<file path="src/rtl/cache_refill_ctrl.sv">
// Direct-mapped cache refill controller: 16 lines, write-through with
// write-allocate, single outstanding memory transaction, hit/miss counters.
module cache_refill_ctrl (
    input  logic       clk,
    input  logic       reset_n,
    input  logic       cpu_req,
    input  logic       cpu_we,
    input  logic [7:0] cpu_addr,
    input  logic [7:0] cpu_wdata,
    output logic       cpu_ack,
    output logic [7:0] cpu_rdata,
    input  logic       inv,
    output logic       cache_we,
    output logic [7:0] cache_addr,
    output logic [7:0] cache_din,
    input  logic [7:0] cache_dout,
    input  logic       cache_hit,
    output logic       mem_req,
    output logic       mem_we,
    output logic [7:0] mem_addr,
    output logic [7:0] mem_wdata,
    input  logic       mem_ack,
    input  logic [7:0] mem_rdata,
    output logic [7:0] hit_cnt,
    output logic [7:0] miss_cnt
);

    localparam int unsigned ADDR_W = 8;
    localparam int unsigned DATA_W = 8;
    localparam int unsigned IDX_W  = 4;
    localparam int unsigned LINES  = 16;
    localparam int unsigned CNT_W  = 8;

    localparam logic [2:0] IDLE   = 3'd0;
    localparam logic [2:0] LOOKUP = 3'd1;
    localparam logic [2:0] MEM_RD = 3'd2;
    localparam logic [2:0] FILL   = 3'd3;
    localparam logic [2:0] MEM_WR = 3'd4;
    localparam logic [2:0] RESP   = 3'd5;

    logic [2:0]        state_q,     state_nxt;
    logic [LINES-1:0]  valid_q,     valid_nxt;
    logic              req_we_q,    req_we_nxt;
    logic [ADDR_W-1:0] req_addr_q,  req_addr_nxt;
    logic [DATA_W-1:0] req_wdata_q, req_wdata_nxt;
    logic [DATA_W-1:0] fill_q,      fill_nxt;
    logic [DATA_W-1:0] rdata_nxt;
    logic [CNT_W-1:0]  hit_nxt,     miss_nxt;
    logic              cpu_ack_nxt, cache_we_nxt, mem_req_nxt, mem_we_nxt;
    logic [DATA_W-1:0] cache_din_nxt;
    logic [IDX_W-1:0]  idx;
    logic              read_hit;

    // Array and memory always see the latched request address
    assign cache_addr = req_addr_q;
    assign mem_addr   = req_addr_q;
    assign mem_wdata  = req_wdata_q;

    assign idx      = req_addr_q[IDX_W-1:0];
    assign read_hit = cache_hit & valid_q[idx];

    // State, request latches, counters and registered outputs
    always_ff @(posedge clk or negedge reset_n) begin
        if (!reset_n) begin
            state_q     <= IDLE;
            valid_q     <= '0;
            req_we_q    <= 1'b0;
            req_addr_q  <= '0;
            req_wdata_q <= '0;
            fill_q      <= '0;
            cpu_rdata   <= '0;
            hit_cnt     <= '0;
            miss_cnt    <= '0;
            cpu_ack     <= 1'b0;
            cache_we    <= 1'b0;
            cache_din   <= '0;
            mem_req     <= 1'b0;
            mem_we      <= 1'b0;
        end else begin
            state_q     <= state_nxt;
            valid_q     <= valid_nxt;
            req_we_q    <= req_we_nxt;
            req_addr_q  <= req_addr_nxt;
            req_wdata_q <= req_wdata_nxt;
            fill_q      <= fill_nxt;
            cpu_rdata   <= rdata_nxt;
            hit_cnt     <= hit_nxt;
            miss_cnt    <= miss_nxt;
            cpu_ack     <= cpu_ack_nxt;
            cache_we    <= cache_we_nxt;
            cache_din   <= cache_din_nxt;
            mem_req     <= mem_req_nxt;
            mem_we      <= mem_we_nxt;
        end
    end

    // Next-state logic; outputs are decoded from the next state so they
    // are flops that line up exactly with the state they belong to
    always_comb begin
        state_nxt     = state_q;
        valid_nxt     = valid_q;
        req_we_nxt    = req_we_q;
        req_addr_nxt  = req_addr_q;
        req_wdata_nxt = req_wdata_q;
        fill_nxt      = fill_q;
        rdata_nxt     = cpu_rdata;
        hit_nxt       = hit_cnt;
        miss_nxt      = miss_cnt;

        case (state_q)
            IDLE: begin
                if (inv) begin
                    valid_nxt = '0;
                end else if (cpu_req) begin
                    req_we_nxt    = cpu_we;
                    req_addr_nxt  = cpu_addr;
                    req_wdata_nxt = cpu_wdata;
                    state_nxt     = LOOKUP;
                end
            end
            LOOKUP: begin
                if (req_we_q) begin
                    valid_nxt[idx] = 1'b1;
                    state_nxt      = MEM_WR;
                end else if (read_hit) begin
                    rdata_nxt = cache_dout;
                    hit_nxt   = (hit_cnt == {CNT_W{1'b1}}) ? hit_cnt
                                                           : hit_cnt + CNT_W'(1);
                    state_nxt = RESP;
                end else begin
                    miss_nxt  = (miss_cnt == {CNT_W{1'b1}}) ? miss_cnt
                                                             : miss_cnt + CNT_W'(1);
                    state_nxt = MEM_RD;
                end
            end
            MEM_RD: begin
                if (mem_ack) begin
                    fill_nxt  = mem_rdata;
                    state_nxt = FILL;
                end
            end
            FILL: begin
                valid_nxt[idx] = 1'b1;
                rdata_nxt      = fill_q;
                state_nxt      = RESP;
            end
            MEM_WR: begin
                if (mem_ack) begin
                    state_nxt = RESP;
                end
            end
            RESP: begin
                state_nxt = IDLE;
            end
            default: begin
                state_nxt = IDLE;
            end
        endcase

        cpu_ack_nxt   = (state_nxt == RESP);
        cache_we_nxt  = (state_nxt == FILL) || ((state_nxt == LOOKUP) && req_we_nxt);
        cache_din_nxt = (state_nxt == FILL) ? fill_nxt : req_wdata_nxt;
        mem_req_nxt   = (state_nxt == MEM_RD) || (state_nxt == MEM_WR);
        mem_we_nxt    = (state_nxt == MEM_WR);
    end

endmodule

</file>
<file path="config.mk">
export PLATFORM = sky130hd
export DESIGN_NAME = cache_refill_ctrl
export DESIGN_NICKNAME = d
export VERILOG_FILES = /design/src/rtl/cache_refill_ctrl.sv
export SDC_FILE = /design/constraint.sdc
export NUM_CORES = 1
export LEC_CHECK = 0
export BUFFER_PORTS_ARGS = -buffer_cell sky130_fd_sc_hd__buf_4
export CAP_MARGIN = 10
export CORE_UTILIZATION = 49
export CTS_BUF_LIST = sky130_fd_sc_hd__clkbuf_8
export DETAILED_ROUTE_END_ITERATION = 16
export PLACE_DENSITY = 0.79
export REMOVE_ABC_BUFFERS = 1
export SLEW_MARGIN = 20
export SYNTH_ARGS = -nofsm -noshare
export SYNTH_HDL_FRONTEND = slang
export SYNTH_SLANG_ARGS = --single-unit
</file>
<file path="constraint.sdc">
create_clock -name clk -period 2.01 [get_ports clk]
set_input_delay 0.201 -clock clk [delete_from_list [all_inputs] [get_ports clk]]
set_output_delay 0.201 -clock clk [all_outputs]
set_load 0.1 [all_outputs]
</file>
### Word-level counts from Yosys, hierarchy flattened

Cells that the tools add are included.
W data, S select, Z words.

| cells by class | value |
|---|---|
| add/sub/neg operators | 2 |
| $lt $le $gt $ge | 2 |
| equal/unequal tests | 15 |
| muxes and demuxes | 26 |
| bitwise gates (word level) | 7 |
| reductions and logical operators | 12 |

Operators by type and width:

| cell | count |
|---|---|
| $mux W8 | 8 |
| $pmux W16 S3 | 1 |
| $mux W16 | 2 |
| $mux W3 | 6 |
| $add A8 B1 Y8 const B | 2 |
| $eq A8 B8 Y1 const B | 2 |
| $or A16 B16 Y16 | 1 |
| $pmux W8 S2 | 1 |
| $pmux W3 S5 | 1 |
| $eq A3 B2 Y1 const B | 4 |
| $eq A3 B3 Y1 const B | 3 |
| $reduce_and A3 Y1 | 3 |
| $ne A2 B2 Y1 const B | 4 |
| $reduce_and A4 Y1 | 2 |
| $eq A3 B1 Y1 const B | 2 |
| $lt A4 B5 Y1 const B | 1 |
| $mux W1 | 5 |
| $not A1 Y1 | 5 |
| $bmux W1 S4 | 1 |
| $demux W1 S4 | 1 |
| $ge A4 B1 Y1 const B | 1 |
| $logic_not A3 Y1 | 1 |
| $reduce_bool A3 Y1 | 1 |
| $logic_and A1 B1 Y1 | 2 |
| 3 further kinds | 4 |

| word-level totals | value |
|---|---|
| register bits after elaboration | 80 |
| input port bits | 39 |
| output and inout port bits | 60 |
| logic and storage cells | 78 |

### Longest topological paths before layout

| depth | value |
|---|---|
| word-level depth | 9 |
| depth in mapped cells | 8 |
| gate-level depth less buffers | 6 |

### Worst setup path after synthesis

Ideal clock, no wire load.

| timing | value |
|---|---|
| path type | register to register |
| start point | register req_addr_q[1], in the netlist cache_addr[1] |
| end point | register miss_cnt[4] |
| library setup time | 0.157 ns |
| data arrival time | 2.700 ns |
| data required time | 1.853 ns |
| setup slack | -0.847 ns |
| cell stages (with the launch flop) | 8 |
| clock period less this slack | 2.857 ns |
| cells stage by stage | dfrtp_1 buf_6 mux2_4 or3_1 nand3_2 nand2_4 or4_4 xnor2_2 |

| between the ends | value |
|---|---|
| word-level cells in the longest chain between the ends | 5 |

Ends and longest elaborated chain:

| what | RTL line | text |
|---|---|---|
| from (decl) | 44 | `logic [ADDR_W-1:0] req_addr_q, req_addr_nxt;` |
| from (signal assigned) | 83 | `req_addr_q <= req_addr_nxt;` |
| $bmux W1 S4 | 60 | `assign read_hit = cache_hit & valid_q[idx];` |
| $mux W1 (not written as such) | 60 |  |
| $and A1 B1 Y1 | 60 |  |
| $not A1 Y1 (no source line) | n/a |  |
| $reduce_and A4 Y1 (no source line) | n/a |  |
| to (signal assigned) | 88 | `miss_cnt <= miss_nxt;` |
| to (decl) | 25 | `output logic [7:0] miss_cnt` |

No other way between the ends. The select of a mux whose other input is x is not followed.
A chain may end at the register's enable or synchronous reset.

### Worst setup path in the final report

| timing | value |
|---|---|
| start point | register req_addr_q[1], in the netlist cache_addr[1] |
| end point | register hit_cnt[1] |

| between the ends | value |
|---|---|
| word-level cells in the longest chain between the ends | 4 |

Ends and longest elaborated chain:

| what | RTL line | text |
|---|---|---|
| $bmux W1 S4 | 60 |  |
| $mux W1 (not written as such) | 60 |  |
| $and A1 B1 Y1 | 60 |  |
| $reduce_and A4 Y1 (no source line) | n/a |  |
| to (signal assigned) | 87 | `hit_cnt <= hit_nxt;` |
| to (decl) | 24 | `output logic [7:0] hit_cnt,` |

No other way between the ends. The select of a mux whose other input is x is not followed.

==> impl_metrics.prom <==
# TYPE chip_impl_metric gauge
chip_impl_metric{name="syn2layout_area_growth",unit="%"} 36.3
chip_impl_metric{name="post-dp-hpwl",unit="mm"} 5.59
chip_impl_info{name="worstReg2RegStart",value="cache_addr[1]"} 1
chip_impl_metric{name="timing.final.setup_violations",unit=""} 13
chip_impl_metric{name="clk_latency",unit="ns"} 0.36
chip_impl_metric{name="drt-vias-per-instance",unit=""} 5.20
chip_impl_metric{name="placement_rows",unit=""} 30
chip_impl_metric{name="worst-endpoint-required",unit="ns"} 2.25
chip_impl_metric{name="ys_ff_latch",unit=""} 80
chip_impl_metric{name="grt_util_all_layers",unit=""} 0.223
chip_impl_metric{name="antenna_cells_inserted",unit=""} 0
chip_impl_metric{name="fmax",unit="MHz"} 479
chip_impl_info{name="post-synth-top-area-cell",value="dfrtp_1"} 1
chip_impl_metric{name="die_area",unit="sq um"} 7650
chip_impl_metric{name="final.period_utilization",unit=""} 1.04
chip_impl_metric{name="top_level_ports",unit=""} 99
chip_impl_info{name="timing.setup.critical_path_class",value="reg -> reg"} 1
chip_impl_metric{name="finish.cell_count_without_fillers",unit=""} 522
chip_impl_info{name="cp-end-kind",value="register"} 1
chip_impl_info{name="synth_top_flop_cell",value="dfrtp_1"} 1
chip_impl_metric{name="numPlacedInstances",unit=""} 500
chip_impl_metric{name="detail_route.wirelength",unit="mm"} 8.21
chip_impl_metric{name="port_buffers",unit=""} 98
chip_impl_metric{name="synth_async_sr_flop_share",unit=""} 1.00
chip_impl_metric{name="netlist_instances",unit=""} 307
chip_impl_metric{name="finish.net_count",unit=""} 462
chip_impl_info{name="run_status",value="finished, violations left"} 1
chip_impl_metric{name="slew_viols_final",unit=""} 0
chip_impl_metric{name="cts-buffers-inserted",unit=""} 9
chip_impl_metric{name="tightestPinTransition",unit="ns"} 0.591
chip_impl_info{name="failed_checks",value="negative setup slack"} 1
chip_impl_metric{name="worst_clock_skew_on_the_final_layout",unit="ns"} 0.0150
chip_impl_metric{name="final_antenna_net_count",unit=""} 0
chip_impl_metric{name="htree_num_levels",unit=""} 3
chip_impl_info{name="cts-root-buf",value="clkbuf_8"} 1
chip_impl_metric{name="grt_first_pass_wirelength",unit="mm"} 12.8
chip_impl_info{name="top_count_cell_post_synth",value="dfrtp_1"} 1
chip_impl_metric{name="timing.max_slew.rel_slack",unit=""} 0.605
chip_impl_metric{name="postSynthAreaPerCell",unit="sq um"} 11.7
chip_impl_metric{name="multiInputGateArea",unit="sq um"} 1510
chip_impl_metric{name="finalWeightedCongestion",unit=""} 0.873
chip_impl_metric{name="layout.filler_cells",unit=""} 541
chip_impl_metric{name="clock_path_buffers",unit=""} 2
chip_impl_metric{name="timing.final.crit_period",unit="ns"} 2.09
chip_impl_info{name="cts_tree",value="yes"} 1
chip_impl_metric{name="grt_max_degree",unit=""} 34
chip_impl_metric{name="whs",unit="ns"} 0.0523
chip_impl_metric{name="die_height",unit="um"} 87.5
chip_impl_metric{name="final_critical_path_setup_slack",unit="ns"} -0.0766
chip_impl_metric{name="die-width",unit="um"} 87.5
chip_impl_metric{name="dpl_cell_area",unit="sq um"} 4490
chip_impl_metric{name="wl_per_cell",unit="um"} 15.7
chip_impl_info{name="unrepaired_setup_endpoints_after_global_routing",value="yes"} 1
chip_impl_info{name="post_synth_most_frequent_cells",value="dfrtp_1 (80), nor2_1 (36), mux2_2 (33)"} 1
chip_impl_info{name="hold_path_class",value="in -> reg"} 1
chip_impl_metric{name="synth-edff-count",unit=""} 0
chip_impl_metric{name="synthesis.area",unit="sq um"} 3580
chip_impl_info{name="worst_min_path_start",value="cpu_addr[3]"} 1
chip_impl_metric{name="ys_warn_count",unit=""} 0
chip_impl_metric{name="register_area",unit="sq um"} 2000
chip_impl_metric{name="detailedRoute.firstIterationViolations",unit=""} 135
chip_impl_info{name="launching_element_of_the_worst_setup_path",value="cache_addr[1]"} 1
chip_impl_metric{name="critical_path_fanout_max",unit=""} 4
chip_impl_metric{name="number_of_antenna_violations_at_the_first_check_in_global_routing",unit=""} 0
chip_impl_metric{name="post_route_cells_drive_above_1_share",unit=""} 0.458
chip_impl_metric{name="maxCapViolCount",unit=""} 0
chip_impl_metric{name="clk_pin_slew_worst_paths",unit="ns"} 0.08
chip_impl_metric{name="total_via_count_in_the_routed_design",unit=""} 2717
chip_impl_metric{name="start_util",unit=""} 0.518
chip_impl_metric{name="globalRoute.totalOverflow",unit=""} 0
chip_impl_metric{name="numClockSinks",unit=""} 80
chip_impl_info{name="post_synth_main_area_contributors",value="dfrtp_1 (56%), mux2_2 (10%), a21oi_1 (3.8%), nor2_1 (3.8%), mux2i_1 (3.4%)"} 1
chip_impl_metric{name="design_area",unit="sq um"} 4880
chip_impl_metric{name="seq_area_frac_synth",unit=""} 0.559
chip_impl_info{name="cp-start-kind",value="register"} 1
chip_impl_metric{name="ys_types",unit=""} 42
chip_impl_metric{name="detail_route.drc_violations",unit=""} 0
chip_impl_metric{name="firstDrtPassIters",unit=""} 5
chip_impl_metric{name="via_count_of_the_first_global_routing_pass",unit=""} 2611
chip_impl_metric{name="synth_top_area_share",unit=""} 0.559
chip_impl_metric{name="core_area",unit="sq um"} 6910
chip_impl_metric{name="final-hold-violation-count",unit=""} 0
chip_impl_metric{name="worst-endpoint-arrival",unit="ns"} 2.33
-- cells by family after synthesis --
| family | count (synthesis) | share of synthesized area |
|---|---|---|
| AO/OA/AOI/OAI | 44 | 0.0731 |
| XOR/XNOR | 11 | 0.0290 |
| adder cells (fa/ha/maj) | 2 | 0.00699 |
| buffers and inverters | 28 | 0.0437 |
| flip-flops | 80 | 0.559 |
| multiplexers | 48 | 0.155 |
| AND/OR/NAND/NOR | 94 | 0.133 |
-- sequential cells by signal (all words and copies together) (netlist names), 3 cells and up --
register,flops
hit_cnt,8
valid_q,16
state_q,3
cpu_rdata,8
cache_din,8
fill_q,8
mem_wdata,8
cache_addr,8
miss_cnt,8
-- final cells by class --
class	count	share of cell area
flip-flops and latches	80	0.411
well taps	96	0.0246
multi-input cells	199	0.309
repair buffers	124	0.203
clock buffers	10	0.0282
clock inverters	6	0.0185
inverters	7	0.00539
-- path summary, 6_finish.rpt --
kind,to,slack (ns),cells past startpoint
min,cache_addr[3],0.05,3
max in group asynchronous,cache_addr[1],1.08,3
min in group asynchronous,cache_din[6],0.28,2
max reg2reg,hit_cnt[1],-0.08,8
min reg2reg,valid_q[11],0.50,2
max,hit_cnt[1],-0.08,8
-- routing by layer --
metal | up-vias | global-route usage | routed length, um
met5 | - | 0 | 0
met4 | 0 | 0.103 | 187
met3 | 14 | 0.0597 | 419
met2 | 78 | 0.356 | 4180
met1 | 1324 | 0.285 | 3420
li1 | 1301 | - | -
-- critical path, cell delays in order (launching register included) --
cell and delay [ns]:
dfrtp_2 0.45, mux2_4 0.31, or3_4 0.33, nand3_2 0.11, buf_4 0.13, a21oi_4 0.09
buf_4 0.15, o21ai_2 0.06, mux2_2 0.35
-- per-stage QoR --
| stage | worst slack [ns] | utilization | setup TNS, ns |
|---|---|---|---|
| finish | -0.0766 | 0.706 | -0.511 |
| global route | -0.193 | 0.706 | -2.50 |
| CTS | -0.0307 | 0.688 | -0.0957 |
| detailed placement | -0.0579 | 0.650 | -0.364 |
| global placement | -0.0399 | 0.650 | -0.0399 |
| floorplan | -1.66 | - | -45.59 |
-- cell usage in the layout (no fill, tap or decap), types with 8 or more instances in the layout --
master,count
clkbuf_8,10
a21oi_1,27
dfrtp_1,79
mux2i_1,10
mux2_2,33
nand2_1,12
nand3_1,8
nor2_1,36
buf_4,118
-- what timing repair did --
item / in CTS / in global routing
cloned: 0 / 1
hold endpoints to repair: 23 / 0
hold buffers: 1 / 0
buffers inserted: 1 / 3
resized for setup: 4 / 14
pin swaps: 1 / 2
setup endpoints to repair: 13 / 21
Power is left out: the tool's default activity adds up to more than one toggle a clock period on the data nets, which glitch-free logic cannot reach.
